File: src/rtl/sync_fifo_flags_if.sv
// Handshake bundle for sync_fifo_flags: producer/consumer ports, occupancy and error flags.
// master = the side driving writes/reads; slave = the FIFO itself.
interface sync_fifo_flags_if #(
  parameter int WIDTH = 8,
  parameter int DEPTH = 16
);
  localparam int CNT_WIDTH = $clog2(DEPTH + 1);

  logic [WIDTH-1:0]     wdata;
  logic                 wen;
  logic                 full;
  logic                 almost_full;
  logic                 ren;
  logic [WIDTH-1:0]     rdata;
  logic                 rvalid;
  logic                 empty;
  logic                 almost_empty;
  logic [CNT_WIDTH-1:0] count;
  logic                 overflow;
  logic                 underflow;
  logic                 clr_err;

  modport master (
    output wdata, wen, ren, clr_err,
    input  full, almost_full, rdata, rvalid, empty, almost_empty, count, overflow, underflow
  );

  modport slave (
    input  wdata, wen, ren, clr_err,
    output full, almost_full, rdata, rvalid, empty, almost_empty, count, overflow, underflow
  );
endinterface

File: src/rtl/sync_fifo_flags.sv
// Single-clock FIFO, arbitrary depth, occupancy count, almost flags, sticky error flags.
// Define SYNC_FIFO_FWFT_EN for first-word-fall-through reads; default is a registered read port.
module sync_fifo_flags #(
  parameter int WIDTH    = 8,
  parameter int DEPTH    = 16,
  parameter int AF_LEVEL = DEPTH - 2,
  parameter int AE_LEVEL = 2
) (
  input  logic               clk,
  input  logic               rstn,
  sync_fifo_flags_if.slave   bus
);
  localparam int PTR_W     = $clog2(DEPTH);
  localparam int CNT_WIDTH = $clog2(DEPTH + 1);

  logic [WIDTH-1:0]     mem [DEPTH];
  logic [PTR_W-1:0]     wptr, rptr;
  logic [CNT_WIDTH-1:0] count;
  logic                 full, empty;
  logic                 wr_acc, rd_acc;
  logic                 ovf, udf;

  assign full   = (count == CNT_WIDTH'(DEPTH));
  assign empty  = (count == '0);
  // At full, a concurrent read frees the slot the write lands in on the same edge.
  assign rd_acc = bus.ren && !empty;
  assign wr_acc = bus.wen && (!full || bus.ren);

  // Storage is not reset; writes are suppressed while reset is held.
  always_ff @(posedge clk) begin
    if (rstn && wr_acc) mem[wptr] <= bus.wdata;
  end

  always_ff @(posedge clk) begin
    if (!rstn) begin
      wptr  <= '0;
      rptr  <= '0;
      count <= '0;
      ovf   <= 1'b0;
      udf   <= 1'b0;
    end else begin
      // Wrap explicitly: DEPTH need not be a power of two.
      if (wr_acc) wptr <= (wptr == PTR_W'(DEPTH - 1)) ? '0 : wptr + PTR_W'(1);
      if (rd_acc) rptr <= (rptr == PTR_W'(DEPTH - 1)) ? '0 : rptr + PTR_W'(1);
      unique case ({wr_acc, rd_acc})
        2'b10:   count <= count + CNT_WIDTH'(1);
        2'b01:   count <= count - CNT_WIDTH'(1);
        default: count <= count;
      endcase
      // Set wins over clear.
      if (bus.wen && full && !bus.ren) ovf <= 1'b1;
      else if (bus.clr_err)            ovf <= 1'b0;
      if (bus.ren && empty)            udf <= 1'b1;
      else if (bus.clr_err)            udf <= 1'b0;
    end
  end

`ifdef SYNC_FIFO_FWFT_EN
  assign bus.rdata  = mem[rptr];
  assign bus.rvalid = !empty;
`else
  logic [WIDTH-1:0] rdata_q;
  logic             rvalid_q;

  always_ff @(posedge clk) begin
    if (!rstn) begin
      rdata_q  <= '0;
      rvalid_q <= 1'b0;
    end else begin
      rvalid_q <= rd_acc;
      if (rd_acc) rdata_q <= mem[rptr];
    end
  end

  assign bus.rdata  = rdata_q;
  assign bus.rvalid = rvalid_q;
`endif

  assign bus.full         = full;
  assign bus.empty        = empty;
  assign bus.almost_full  = (count >= CNT_WIDTH'(AF_LEVEL));
  assign bus.almost_empty = (count <= CNT_WIDTH'(AE_LEVEL));
  assign bus.count        = count;
  assign bus.overflow     = ovf;
  assign bus.underflow    = udf;
endmodule
File: src/flat_wrapper.sv
// flat-port wrapper written by rule: the top's interface ports become plain ports
module sync_fifo_flags_flat 
#(
  parameter int WIDTH    = 8,
  parameter int DEPTH    = 16,
  parameter int AF_LEVEL = DEPTH - 2,
  parameter int AE_LEVEL = 2
)
  (clk, rstn, bus_wdata, bus_wen, bus_ren, bus_clr_err, bus_full, bus_almost_full, bus_rdata, bus_rvalid, bus_empty, bus_almost_empty, bus_count, bus_overflow, bus_underflow);
  sync_fifo_flags_if #(.WIDTH(WIDTH), .DEPTH(DEPTH)) bus_i ();
  input  logic clk;
  input  logic rstn;
  input wire logic [$bits(bus_i.wdata)-1:0] bus_wdata;
  input wire logic [$bits(bus_i.wen)-1:0] bus_wen;
  input wire logic [$bits(bus_i.ren)-1:0] bus_ren;
  input wire logic [$bits(bus_i.clr_err)-1:0] bus_clr_err;
  output wire logic [$bits(bus_i.full)-1:0] bus_full;
  output wire logic [$bits(bus_i.almost_full)-1:0] bus_almost_full;
  output wire logic [$bits(bus_i.rdata)-1:0] bus_rdata;
  output wire logic [$bits(bus_i.rvalid)-1:0] bus_rvalid;
  output wire logic [$bits(bus_i.empty)-1:0] bus_empty;
  output wire logic [$bits(bus_i.almost_empty)-1:0] bus_almost_empty;
  output wire logic [$bits(bus_i.count)-1:0] bus_count;
  output wire logic [$bits(bus_i.overflow)-1:0] bus_overflow;
  output wire logic [$bits(bus_i.underflow)-1:0] bus_underflow;
  assign bus_i.wdata = bus_wdata;
  assign bus_i.wen = bus_wen;
  assign bus_i.ren = bus_ren;
  assign bus_i.clr_err = bus_clr_err;
  assign bus_full = bus_i.full;
  assign bus_almost_full = bus_i.almost_full;
  assign bus_rdata = bus_i.rdata;
  assign bus_rvalid = bus_i.rvalid;
  assign bus_empty = bus_i.empty;
  assign bus_almost_empty = bus_i.almost_empty;
  assign bus_count = bus_i.count;
  assign bus_overflow = bus_i.overflow;
  assign bus_underflow = bus_i.underflow;
  sync_fifo_flags #(.WIDTH(WIDTH), .DEPTH(DEPTH), .AF_LEVEL(AF_LEVEL), .AE_LEVEL(AE_LEVEL)) u_core (.clk(clk), .rstn(rstn), .bus(bus_i));
endmodule
File: config.mk
export PLATFORM = sky130hd
export DESIGN_NAME = sync_fifo_flags_flat
export DESIGN_NICKNAME = d
export VERILOG_FILES = /design/src/rtl/sync_fifo_flags_if.sv /design/src/rtl/sync_fifo_flags.sv /design/src/flat_wrapper.sv
export SDC_FILE = /design/constraint.sdc
export NUM_CORES = 1
export LEC_CHECK = 0
export CAP_MARGIN = 10
export CORE_MARGIN = 5
export CORE_UTILIZATION = 60
export CTS_CLUSTER_SIZE = 8
export DETAILED_ROUTE_END_ITERATION = 16
export PLACE_DENSITY = 0.79
export REMOVE_ABC_BUFFERS = 1
export SLEW_MARGIN = 30
export SYNTH_ARGS = -nofsm -noshare
export SYNTH_HDL_FRONTEND = slang
export SYNTH_SLANG_ARGS = --single-unit
File: constraint.sdc
create_clock -name clk -period 5.4 [get_ports clk]
set_clock_uncertainty 0.15 [all_clocks]
set_input_delay 1.08 -clock clk [delete_from_list [all_inputs] [get_ports clk]]
set_output_delay 1.08 -clock clk [all_outputs]
set_load 0.05 [all_outputs]
### After elaboration in Yosys (flattened, before gate mapping)

Memories as Yosys holds them, arrays and structs flattened. A register that Yosys moved wholly into a read port is not among the register bits.
Cells that the tools add are included.

* input bits: 13
* memories: 1
* output and inout port bits: 20
* bits in writable memories: 128
* word-level logic and storage cells: 41
* bits in registers: 16

Memories
* u_core.mem: words 16, width 8, read ports 1, clocked after memory_dff 1, write ports 1, RTL line sync_fifo_flags.sv:16 `logic [WIDTH-1:0] mem [DEPTH];`

* mux-type cells: 8
* add/subtract/negate cells: 4
* eq/ne operators: 5
* order comparisons: 2
* reduce and logical (&&, ||, !) cells: 15

Operator list (count)
* $pmux W5 S2: 1
* $add A4 B1 Y4 const B: 2
* $eq A4 B4 Y1 const B: 2
* $mux W4: 2
* $logic_and A1 B1 Y1: 6
* $reduce_bool A2 Y1: 3
* $add A5 B1 Y5 const B: 1
* $eq A5 B5 Y1 const B: 1
* $ge A5 B4 Y1 const B: 1
* $le A5 B2 Y1 const B: 1
* $logic_not A5 Y1: 1
* $mux W1: 5
* $sub A5 B1 Y5 const B: 1
* $logic_not A1 Y1: 4
* $eq A2 B1 Y1 const B: 1
* $eq A2 B2 Y1 const B: 1
* $logic_or A1 B1 Y1: 1

### Longest topological paths before layout

* word-level depth: 7
* depth in mapped cells: 12
* depth with buffers taken out: 8

### Worst setup path after synthesis

Ideal clock, no wire load.

* path kind: register to output
* from: register u_core.count[2], in the netlist u_core.bus.count[2]
* to: output bus_almost_empty
* arrival time: 3208 ps
* cell stages (with the launch flop): 3
* buffers on the path: 1
* path slack: 962 ps
* data required time: 4170 ps
* cells stage by stage: dfxtp_1 clkbuf_1 a2111oi_0

* cells in the longest elaborated chain, start to end: 1

RTL lines
* from (decl): RTL line sync_fifo_flags.sv:18 `logic [CNT_WIDTH-1:0] count;`
* from (signal assigned): RTL line sync_fifo_flags.sv:46 `2'b10: count <= count + CNT_WIDTH'(1);`
* from (signal assigned): RTL line sync_fifo_flags.sv:47 `2'b01: count <= count - CNT_WIDTH'(1);`
* from (signal assigned): RTL line sync_fifo_flags.sv:48 `default: count <= count;`
* $le A5 B2 Y1: RTL line sync_fifo_flags.sv:82 `assign bus.almost_empty = (count <= CNT_WIDTH'(AE_LEVEL));`
* to (decl): RTL line flat_wrapper.sv:22 `output wire logic [$bits(bus_i.almost_empty)-1:0] bus_almost_empty;`

Every way passes these cells.

### Final worst setup path

* from: register u_core.count[0], in the netlist u_core.bus.count[0]
* to: output bus_empty

* cells in the longest elaborated chain, start to end: 1

RTL lines
* $logic_not A5 Y1: RTL line sync_fifo_flags.sv:24 `assign empty = (count == '0);`
* to (decl): RTL line flat_wrapper.sv:21 `output wire logic [$bits(bus_i.empty)-1:0] bus_empty;`

Every way passes these cells.

==> reports/qor.txt <==
crit path max fanout - 7
worst setup path class - reg -> out
vias in the first global route - 3451
area share of the largest cell type after synthesis - 61.7%
htree depth - 4
# setup viols final - 0
Seq/Total Area, Yosys - 69.4%
Die Span X - 112 um
asr flop ratio synth - 0%
unrepaired setup endpoints after global routing - false
# clock sinks - 152
routability cong. - 0.760
Synth area leader - edfxtp_1
Critical Path End Type - output pin
port bufs - 32
vias per inst - 6.19
Post-DRT Antenna Nets - 0
dominant synthesized flop cell - edfxtp_1
first-pass detailed-route iteration total - 5
NumNets Final - 411
total wire length after detailed routing - 12600 um
maximum vdd ir drop - 0.447 mV
Worst slew margin - 39.7%
syn_area_per_cell - 17.4 sq um
hold_buf cts - 0
synthesized cell area - 0.00623 sq mm
Avg WL per Cell - 23.4 um
first-pass GRT wire length - 20000 um
full die area - 0.0125 sq mm
hold crit path type - reg -> reg
Startpoint Class - flip-flop
Unique masters post-synth - 45
Hold Violations, Final - 0
hpwl dp - 8010 um
Seq cells post-synth - 152
DRC Markers - 0
Setup TNS - 0 ns
DIE HEIGHT - 112 um
Worst-path clk slew - 0.06 ns
CTS tree - built
fraction of layout cells with a size suffix above 1 - 19.6%
total CTS buffers - 17
setup bufs post-CTS - 0
Arrival @ worst endpoint - 2.52 ns
DRT iter0 DRCs - 288
Ys Warns - 0
antenna violations before repair - 0
hold slack - 0.334 ns
pin count of the biggest net entering global routing - 33
Starting Density - 60.9%
# rows - 37
GRT overflow - 0
detailed-route via count - 3334
P per Cell Area - 471 mW/mm^2
most common cell in the synthesized netlist - edfxtp_1
Area Growth Syn to Fin - 16.0%
static leakage - 2.34 nW
Ports - 33
fin util - 70.6%
worst slew pin tran - 0.902 ns
Synth Instances - 359
Post-synth EDFFs - 128
CTS resizes - 0
CTS root buf - clkbuf_8
number of diodes - 0
fin crit period - 3.75 ns
status - finished clean
Final Cycle Share - 69.4%
FF-to-FF setup slack - 2.24 ns
Filler Cells Inserted - 624
most frequent cells after synthesis - edfxtp_1 (128), mux4_2 (32), dfxtp_1 (24)
maxcap violations - 0
Max Clock Freq - 267 MHz
total track usage - 21.5%
Clock Latency Late Sink - 0.52 ns
Req. time, crit path - 4.17 ns
Clock Tree Buf Depth - 2
Core Region - 0.0102 sq mm
Pins Over Slew Limit - 0
synth top area cells - edfxtp_1 (62%), mux4_2 (12%), dfxtp_1 (7.7%), mux2i_1 (3.7%), ha_1 (1.6%)
path summary, 6_finish.rpt:
check / start / depth (start not counted) / endpoint
max: u_core.bus.count[0] / 3 / bus_empty
min: u_core.bus.overflow / 2 / u_core.bus.overflow
max reg2reg: u_core.bus.count[0] / 8 / u_core.bus.count[2]
min reg2reg: u_core.bus.overflow / 2 / u_core.bus.overflow
power breakdown:
part           switching, W  internal [W]  total [W]
logic              0.000487      0.000317   0.000803
registers          0.000107       0.00133    0.00144
clock network      0.000460      0.000704    0.00116
total               0.00105       0.00235    0.00340
layout by cell type, fill, tap and decap left out, types with 2 or more instances in the layout:
cell type,n
clkinv_2,3
nor2_1,21
nor2b_1,5
o221ai_1,8
mux2i_1,23
nand3_1,15
xnor2_1,3
a21boi_0,3
clkbuf_16,16
clkinvlp_4,2
dfxtp_1,22
nand2_1,13
o31ai_1,2
a31oi_1,2
clkinv_4,4
a21oi_1,4
bufinv_16,3
nor3_2,4
buf_4,3
nand2b_1,5
o21bai_1,2
mux4_2,32
nand3b_1,3
clkdlybuf4s50_1,32
o211ai_1,3
and2_1,4
dfxtp_2,2
ha_1,8
clkbuf_1,3
inv_2,2
edfxtp_1,128
inv_1,5
state kept, by name, summed over array words and instances, names as in the netlist:
register and count:
u_core.bus.overflow 1, u_core.mem 128, u_core.bus.rvalid 1, u_core.bus.count 5
u_core.rptr 4, u_core.bus.rdata 8, u_core.wptr 4, u_core.bus.underflow 1
layout make-up:
cell class / count / area (sq um) / share of cell area [%]
clock inverters: 12 / 155 / 2.15
inverters: 7 / 26.3 / 0.364
multi-input cells: 177 / 1780 / 24.6
clock buffers: 20 / 425 / 5.89
repair buffers: 35 / 343 / 4.74
flip-flops and latches: 152 / 4330 / 59.9
well taps: 136 / 170 / 2.35
per-layer routing:
metal,track usage (%),vias to the layer above,share of wire [%]
met5,0,-,0
met4,5.35,0,0.92
met3,6.14,10,7.0
met2,35.1,143,51
met1,29.0,1697,41
li1,-,1484,-
through the flow:
stage,setup WS (ns),instances,cell area [sq um],total power (W)
floorplan,1.07,336,6110,0.00200
CTS,1.64,539,7220,0.00342
global route,1.53,539,7230,0.00353
finish,1.65,539,7230,0.00340
detailed placement,1.59,507,6640,0.00226
global placement,1.61,507,6630,0.00223
kinds of logic after synthesis:
family	after synthesis	share of synthesized area (%)
DFF	152	69.4
and+or+nand+nor	75	6.10
muxes	56	15.4
AOI/OAI and AO/OA	35	4.68
buffers and inverters	30	2.35
adders and majority gates	8	1.61
xor gates and xnor gates	3	0.422
critical path, stage by stage (launching register included):
cell	delay, ns
dfxtp_1	0.39
or4_4	0.63
nor2_1	0.15
clkdlybuf4s50_1	0.82
(Power assumes the default switching activity.)
